### src/rtl/sequence_generator_fsm.sv
// Serial pattern generator: parallel word in over valid/ready, MSB-first bit stream out,
// with GAP idle bit-times between words. SEQGEN_LOOP_EN repeats the last accepted word.
module sequence_generator_fsm #(
  parameter int unsigned WIDTH    = 4,
  parameter int unsigned GAP      = 0,
  parameter logic        IDLE_BIT = 1'b0
) (
  input  logic             clk,
  input  logic             reset_i,
  input  logic [WIDTH-1:0] data_i,
  input  logic             valid_i,
  output logic             ready_o,
  output logic             out_o,
  output logic             out_valid_o,
  output logic             busy_o,
  output logic             done_o
);

  localparam int unsigned   CW       = $clog2(WIDTH);
  localparam int unsigned   GW       = (GAP > 0) ? $clog2(GAP + 1) : 1;
  localparam logic [CW-1:0] CNT_LAST = CW'(WIDTH - 1);
  localparam logic [GW-1:0] GAP_LAST = GW'((GAP > 0) ? GAP - 1 : 0);

  typedef enum logic [1:0] {S_IDLE, S_SHIFT, S_GAP} state_t;

  state_t           state, state_nx;
  logic [WIDTH-1:0] sreg, sreg_nx;
  logic [CW-1:0]    cnt, cnt_nx;
  logic [GW-1:0]    gcnt, gcnt_nx;
  logic             boundary;
  logic             accept;

`ifdef SEQGEN_LOOP_EN
  logic [WIDTH-1:0] held;

  always_ff @(posedge clk or posedge reset_i) begin
    if (reset_i)     held <= '0;
    else if (accept) held <= data_i;
  end
`endif

  // A boundary is any cycle after which the next word may start without a bubble.
  always_comb begin
    boundary = 1'b0;
    case (state)
      S_IDLE:  boundary = 1'b1;
      S_SHIFT: boundary = (GAP == 0) && (cnt == '0);
      S_GAP:   boundary = (gcnt == '0);
      default: boundary = 1'b0;
    endcase
  end

  assign ready_o = boundary && !reset_i;
  assign accept  = valid_i && ready_o;

  always_comb begin
    state_nx = state;
    sreg_nx  = sreg;
    cnt_nx   = cnt;
    gcnt_nx  = gcnt;
    if (accept) begin
      state_nx = S_SHIFT;
      sreg_nx  = data_i;
      cnt_nx   = CNT_LAST;
    end else if (boundary && (state != S_IDLE)) begin
`ifdef SEQGEN_LOOP_EN
      state_nx = S_SHIFT;
      sreg_nx  = held;
      cnt_nx   = CNT_LAST;
`else
      state_nx = S_IDLE;
`endif
    end else begin
      case (state)
        S_SHIFT: begin
          if (cnt != '0) begin
            sreg_nx = sreg << 1;
            cnt_nx  = cnt - 1'b1;
          end else begin
            state_nx = S_GAP;
            gcnt_nx  = GAP_LAST;
          end
        end
        S_GAP:   gcnt_nx = gcnt - 1'b1;
        default: ;
      endcase
    end
  end

  // Outputs are registered from next-state values so they line up with the state they describe.
  always_ff @(posedge clk or posedge reset_i) begin
    if (reset_i) begin
      state       <= S_IDLE;
      sreg        <= '0;
      cnt         <= '0;
      gcnt        <= '0;
      out_o       <= IDLE_BIT;
      out_valid_o <= 1'b0;
      busy_o      <= 1'b0;
      done_o      <= 1'b0;
    end else begin
      state       <= state_nx;
      sreg        <= sreg_nx;
      cnt         <= cnt_nx;
      gcnt        <= gcnt_nx;
      out_o       <= (state_nx == S_SHIFT) ? sreg_nx[WIDTH-1] : IDLE_BIT;
      out_valid_o <= (state_nx == S_SHIFT);
      busy_o      <= (state_nx != S_IDLE);
      done_o      <= (state_nx == S_SHIFT) && (cnt_nx == '0);
    end
  end

endmodule

### config.mk
export PLATFORM = sky130hd
export DESIGN_NAME = sequence_generator_fsm
export DESIGN_NICKNAME = d
export VERILOG_FILES = /design/src/rtl/sequence_generator_fsm.sv
export SDC_FILE = /design/constraint.sdc
export NUM_CORES = 1
export LEC_CHECK = 0
export BUFFER_PORTS_ARGS = -buffer_cell sky130_fd_sc_hd__buf_2
export CAP_MARGIN = 0
export CORE_AREA = 2 2 39 41
export DETAILED_ROUTE_END_ITERATION = 8
export DIE_AREA = 0 0 41 43
export PLACE_DENSITY = 0.68
export SYNTH_ARGS = -nofsm -noshare
export SYNTH_HDL_FRONTEND = slang
export SYNTH_SLANG_ARGS = --single-unit
### constraint.sdc
create_clock -name clk -period 1.7 [get_ports clk]
set_input_delay 0.255 -clock clk [delete_from_list [all_inputs] [get_ports clk]]
set_output_delay 0.255 -clock clk [all_outputs]
set_load 0.01 [all_outputs]
==> results of run 1 <==
==> critical path, stage by stage, from the launching register on <==
cell,delay (ps)
dfrtp_2,460
o31a_1,350
nor3_1,130
buf_2,150
==> cell usage after synthesis (all sizes together) <==
cell     n  area share, %
nor2     1           0.62
and2b    2            2.5
a211o    1            1.5
nor3b    1            1.2
and2     1            1.0
nand2b   2            2.1
clkbuf   1           0.62
o21ai    7            5.8
o31a     2            2.9
and3     1            1.0
or2      2            2.1
a32oi    1            1.5
a21oi    3            2.5
nand2    4            2.5
nand4    1            1.0
dfrtp   12             50
a221o    1            1.7
a31oi    1            1.0
nand3    4            3.3
o31ai    1            3.5
nor4     1            1.0
o221ai   1            1.5
nor3     2            2.5
inv      5            3.1
buf      3            3.5
==> metrics by stage <==
stage          area, um^2  worst slack (ps)  util [%]  cells
2_1_floorplan         602               358         -     61
3_3_place_gp          652               339      47.1     84
3_5_place_dp          652               310      47.1     84
4_1_cts               689              27.2      49.8     88
5_1_grt               698              1.08      50.5     89
6_report              698              71.4      50.5     89
==> worst max-delay path by stage <==
| stage | start | end | cells after the start |
|---|---|---|---|
| 3_3_place_gp | state[1]$_DFF_PP0_ | sreg[1]$_DFFE_PP0P_ | 3 |
| 6_report | state[1]$_DFF_PP0_ | ready_o | 3 |
| 3_5_place_dp | state[1]$_DFF_PP0_ | ready_o | 3 |
| 5_1_grt | cnt[0]$_DFF_PP0_ | ready_o | 3 |
| 2_1_floorplan | state[1]$_DFF_PP0_ | ready_o | 3 |
| 4_1_cts | state[1]$_DFF_PP0_ | ready_o | 3 |
==> final cells by class <==
class	instances	area, um^2
clock buffer	4	36.3
fill	130	686
inverter	5	18.8
multi-input combinational	40	258
sequential	12	303
tap	16	20.0
timing repair buffer	12	62.6
==> where the power goes <==
part,switching [mW],internal (mW),leakage (nW)
Sequential,0.120,0.398,0.149
Combinational,0.205,0.189,0.162
Clock,0.0990,0.130,0.0210
Total,0.424,0.717,0.333
==> registers in the layout (all words and copies together) (netlist names) <==
name / flops
busy_o: 1
done_o: 1
cnt: 2
out_o: 1
out_valid_o: 1
gcnt: 1
state: 2
sreg: 3
==> layer usage <==
layer | vias up | track usage, % | share of wire (%)
met1 | 216 | 18.5 | 46
met4 | 0 | 8.00 | 0
met2 | 12 | 23.8 | 48
li1 | 240 | - | -
met5 | - | 0 | 0
met3 | 0 | 6.28 | 5.3
==> cell families after synthesis <==
kind of cell	Yosys count	synth area share, %
AND/OR/NAND/NOR	22	21.0
AO/OA/AOI/OAI	18	21.8
flip-flops	12	49.9
buffers and inverters	9	7.27
==> repair_timing <==
| action | in CTS | in global routing |
|---|---|---|
| setup buffers | 0 | 1 |
| endpoints found under the hold margin | 0 | 0 |
| hold buffers | 0 | 0 |
| cloned | 0 | 0 |
| setup endpoints to repair | 1 | 1 |
| gates resized for setup | 1 | 1 |
==> reports/metrics.json, run 1 <==
{
  "finish": {
    "drive_gt1_share_pct": 28.8,
    "mostFrequentLayoutCells": "buf_2, dfrtp_1, o21ai_1",
    "diodes": 0,
    "layout_commonest_cell": "buf_2",
    "final_nets": 81,
    "syn_to_final_growth_pct": 16.0
  },
  "yosys": {
    "post_synth_instance_area_um2": 602,
    "synth-seq-cells": 12,
    "post_synth_inst_count": 61,
    "number_of_nets_produced_by_synthesis": 68,
    "synth.yosys.warnings": 0,
    "netlist-cell-type-count": 29,
    "avgSynthCellArea_um2": 9.87,
    "seq_area_frac_synth_pct": 49.9
  },
  "power_and_ir_drop": {
    "ir_worst_vdd_uv": 883,
    "p_leak_nw": 0.333,
    "power.total_mw": 1.14,
    "pwr_density_cell_nw_per_um2": 1630
  },
  "timing": {
    "fin_crit_ps": 1630,
    "sum_of_negative_setup_slack_ps": 0,
    "rsz0062_at_grt": "no",
    "setup_violations_final": 0,
    "max_freq_ghz": 0.614,
    "finalCritPeriodShare_pct": 95.8,
    "hold_violations": 7,
    "whs_ps": -2.23,
    "timing.slew.headroom_pct": 69.4,
    "total_count_of_max_transition_violations_in_the_final_report": 0,
    "worstMarginPinSlew_ps": 459,
    "finalClockSkew_ps": 1.63
  },
  "grt": {
    "grt_pass1_vias": 443,
    "grt_use_total_pct": 15.8,
    "globalRoute.totalOverflow": 0,
    "antenna_found_initial": 0,
    "first_pass_grt_wire_length_um": 1810,
    "maximum_number_of_pins_on_one_net_before_global_route_repair": 13
  },
  "floorplanning": {
    "die-width_um": 41,
    "pin_count": 12,
    "rows": 14,
    "floorplan.initialDensity_pct": 43.5,
    "floorplan.die_area_um2": 1760,
    "core_area_um2": 1380,
    "chipHeight_um": 43
  },
  "cts": {
    "cts.htree.levels": 1,
    "clock_tree_from_tritoncts": "yes",
    "cts_inserted_buffers": 3,
    "clock-root-buffer": "clkbuf_4",
    "clk_pin_slew_worst_paths_ps": 80,
    "maximum_count_of_clock_buffers_along_a_single_path": 2,
    "clock_sink_count": 12,
    "clk_lat_worst_skew_ps": 270
  },
  "run": {
    "max_cap_viol_count": 0
  },
  "routing": {
    "drt_pre_antenna_iters": 4,
    "drt_wl_total_um": 1140,
    "routed_antenna_nets": 0,
    "drc": 0,
    "detail_routed_via_count_per_cell": 5.26,
    "vias": 468,
    "post_drt_wl_per_cell_um": 12.8,
    "detailedRoute.firstIterationViolations": 4
  },
  "setup_path": {
    "crit-reg2reg-capture": "sreg[2]$_DFFE_PP0P_",
    "critPathMaxFanout": 8,
    "setup.worst_path.class": "reg -> out",
    "worstSetupStartpointType": "flip-flop",
    "arrival_ps": 1370,
    "critical_path.endpoint_type": "output pin",
    "worstPathRequired_ps": 1440,
    "worst-r2r-cell-count": 3,
    "worstReg2RegStart": "state[1]$_DFF_PP0_",
    "reg2reg_slack_ps": 360
  },
  "placed_design": {
    "port-buffer-count": 11,
    "gp_routability_congestion": 0.771,
    "dpl.hpwl_um": 832
  },
  "run_status": {
    "result_of_the_run": "finished, violations left",
    "failing_checks": "negative hold slack"
  },
  "worst_hold_path": {
    "hold_class": "in -> async"
  }
}
Power figures use the tool's default switching activity.
==> run 2: changes to the inputs <==
--- a/config.mk
+++ b/config.mk
@@ -10,7 +10,7 @@
 export CORE_AREA = 2 2 39 41
 export DETAILED_ROUTE_END_ITERATION = 8
 export DIE_AREA = 0 0 41 43
-export PLACE_DENSITY = 0.68
+export PLACE_DENSITY_LB_ADDON = 0.1
 export SYNTH_ARGS = -nofsm -noshare
 export SYNTH_HDL_FRONTEND = slang
 export SYNTH_SLANG_ARGS = --single-unit
==> reports/metrics.json, run 2 (synthesis gave the netlist of run 1 again) <==
{
  "run_status": {
    "result_of_the_run": "complete, no violations"
  },
  "placed_design": {
    "gp_routability_congestion": {"value": 0.821, "change": "+6.5%"},
    "dpl.hpwl": {"value": 860, "unit": "um", "change": "+3.5%"},
    "place_worst_setup_slack": {"value": 257, "unit": "ps", "change": "-52.7 ps"},
    "port-buffer-count": {"value": 11, "change": "unchanged"}
  },
  "finish": {
    "layout_commonest_cell": "buf_2",
    "leading_registers_by_flop_count": "sreg: 3 flops, cnt: 2 flops, state: 2 flops",
    "diodes": {"value": 0, "change": "unchanged"},
    "post-route-util": {"value": 52.2, "unit": "%", "change": "+1.7 points"},
    "drive_gt1_share": {"value": 32.9, "unit": "%", "change": "+4.1 points"},
    "syn_to_final_growth_pct": 20.0,
    "mostFrequentLayoutCells": "buf_2, dfrtp_1, o21ai_1",
    "fillcell_total": {"value": 145, "change": "+12%"},
    "final_nets": {"value": 84, "change": "+3.7%"},
    "largest-register": "sreg",
    "largest_reg_flops": {"value": 3, "change": "unchanged"}
  },
  "setup_path": {
    "worst_setup_path_startpoint": "cnt[0]$_DFF_PP0_",
    "critical_path.endpoint_type": "output pin",
    "arrival": {"value": 1380, "unit": "ps", "change": "about the same"},
    "worstReg2RegStart": "state[1]$_DFF_PP0_",
    "reg2reg_slack": {"value": 210, "unit": "ps", "change": "-150 ps"},
    "worstPathRequired": {"value": 1440, "unit": "ps", "change": "about the same"},
    "setup.worst_path.class": "reg -> out",
    "worst-r2r-cell-count": {"value": 4, "change": "+1"},
    "crit-reg2reg-capture": "sreg[2]$_DFFE_PP0P_",
    "worstSetupStartpointType": "flip-flop",
    "critPathMaxFanout": {"value": 9, "change": "+1"}
  },
  "grt": {
    "grt.busiest_layer": "met2",
    "grt_pass1_vias": {"value": 470, "change": "+6.1%"},
    "antenna_found_initial": {"value": 0, "change": "unchanged"},
    "maximum_number_of_pins_on_one_net_before_global_route_repair": {"value": 13, "change": "unchanged"},
    "first_pass_grt_wire_length": {"value": 2000, "unit": "um", "change": "+11%"},
    "use_met3": {"value": 3.14, "unit": "%", "change": "-3.1 points"},
    "grt.met1_usage": {"value": 23.0, "unit": "%", "change": "+4.5 points"},
    "grt_use_met2": {"value": 23.4, "unit": "%", "change": "-0.31 points"},
    "globalRoute.totalOverflow": {"value": 0, "change": "unchanged"},
    "grt_use_total": {"value": 17.1, "unit": "%", "change": "+1.3 points"}
  },
  "routing": {
    "drc": {"value": 0, "change": "unchanged"},
    "drt_wl_total": {"value": 1270, "unit": "um", "change": "+11%"},
    "detail_routed_via_count_per_cell": {"value": 5.43, "change": "+3.4%"},
    "post_drt_wl_per_cell": {"value": 13.8, "unit": "um", "change": "+7.2%"},
    "vias": {"value": 500, "change": "+6.8%"},
    "detailedRoute.firstIterationViolations": {"value": 9, "change": "+5"},
    "drt_pre_antenna_iters": {"value": 5, "change": "+1"},
    "routed_antenna_nets": {"value": 0, "change": "unchanged"}
  },
  "floorplanning": {
    "floorplan.die_area": {"value": 1760, "unit": "um^2", "change": "unchanged"},
    "floorplan.initialDensity": {"value": 43.5, "unit": "%", "change": "unchanged"},
    "die-width": {"value": 41, "unit": "um", "change": "unchanged"},
    "pin_count": {"value": 12, "change": "unchanged"},
    "chipHeight": {"value": 43, "unit": "um", "change": "unchanged"},
    "core_area": {"value": 1380, "unit": "um^2", "change": "unchanged"},
    "rows": {"value": 14, "change": "unchanged"}
  },
  "timing": {
    "timing.slew.headroom": {"value": 69.0, "unit": "%", "change": "-0.39 points"},
    "whs": {"value": 1.55, "unit": "ps", "change": "+3.78 ps"},
    "fin_crit": {"value": 1630, "unit": "ps", "change": "+3.86 ps"},
    "final_critical_path_setup_slack": {"value": 67.6, "unit": "ps", "change": "-3.86 ps"},
    "max_freq": {"value": 0.613, "unit": "GHz", "change": "-0.24%"},
    "total_count_of_max_transition_violations_in_the_final_report": {"value": 0, "change": "unchanged"},
    "hold_violations": {"value": 0, "change": "-7"},
    "finalClockSkew": {"value": 2.33, "unit": "ps", "change": "+0.699 ps"},
    "finalCritPeriodShare": {"value": 96.0, "unit": "%", "change": "+0.23 points"},
    "setup_violations_final": {"value": 0, "change": "unchanged"},
    "rsz0062_at_grt": "no",
    "sum_of_negative_setup_slack": {"value": 0, "unit": "ps", "change": "unchanged"},
    "worstMarginPinSlew": {"value": 465, "unit": "ps", "change": "+5.81 ps"}
  },
  "run": {
    "max_cap_viol_count": {"value": 0, "change": "unchanged"}
  },
  "power_and_ir_drop": {
    "power.total": {"value": 1.20, "unit": "mW", "change": "+4.8%"},
    "ir_worst_vdd": {"value": 795, "unit": "uV", "change": "-9.9%"},
    "pwr_density_cell": {"value": 1660, "unit": "nW/um^2", "change": "+1.3%"},
    "p_leak": {"value": 0.347, "unit": "nW", "change": "+4.3%"}
  },
  "cts": {
    "ctsHoldBuffers": {"value": 0, "change": "unchanged"},
    "clock-root-buffer": "clkbuf_4",
    "cts_inserted_buffers": {"value": 3, "change": "unchanged"},
    "clk_pin_slew_worst_paths": {"value": 80, "unit": "ps", "change": "about the same"},
    "maximum_count_of_clock_buffers_along_a_single_path": {"value": 2, "change": "unchanged"},
    "clk_lat_worst_skew": {"value": 280, "unit": "ps", "change": "about the same"},
    "clock_sink_count": {"value": 12, "change": "unchanged"},
    "clock_tree_from_tritoncts": "yes",
    "cts.htree.levels": {"value": 1, "change": "unchanged"}
  },
  "worst_hold_path": {
    "hold_class": "in -> async"
  }
}
==> run 2: changes by cell type in the layout (fill, tap and decap cells not counted) <==
cell,previous run,this run
dfrtp_1,10,9
buf_4,1,4
dfrtp_2,2,3
==> run 2: timing repair <==
action | CTS | global route
resized for setup | 1 | 2
buffers inserted | 2 | 2
setup endpoints to repair | 1 | 1
==> run 2: per-layer routing <==
layer / wire length [um] / vias to the layer above
met5: 0 / -
met3: 57 / 3
met4: 23 / 0
li1: - / 249
met1: 608 / 233
met2: 576 / 15
==> run 2: per-stage QoR <==
stage	area, um^2	instances
final	722	92
after global routing	722	92
after CTS	704	90
after detailed placement	652	84
after global placement	652	84
after floorplan	602	61
==> run 2: final cells by class <==
class	count	area, um^2	area share (%)
clock buffer	4	36.3	5.03
tap	16	20.0	2.77
multi-input combinational	40	258	35.7
timing repair buffer	15	85.1	11.8
sequential	12	304	42.1
inverter	5	18.8	2.60
==> run 2: critical path: stages (launching register included) <==
cell	delay [ps]
dfrtp_2	470
o31a_1	300
nor3_1	160
buf_2	160
==> run 2: worst max-delay path by stage <==
stage | to | slack (ps) | depth (start not counted)
CTS | ready_o | 20 | 3
global placement | ready_o | 270 | 3
finish | ready_o | 70 | 3
detailed placement | ready_o | 260 | 3
global route | ready_o | 20 | 3
floorplan | ready_o | 360 | 3
==> run 2: power breakdown <==
part           internal (mW)  switching [mW]  total (mW)
Combinational          0.217           0.236       0.453
Sequential             0.400           0.109       0.510
Clock                  0.130           0.102       0.233
Total                  0.748           0.448        1.20
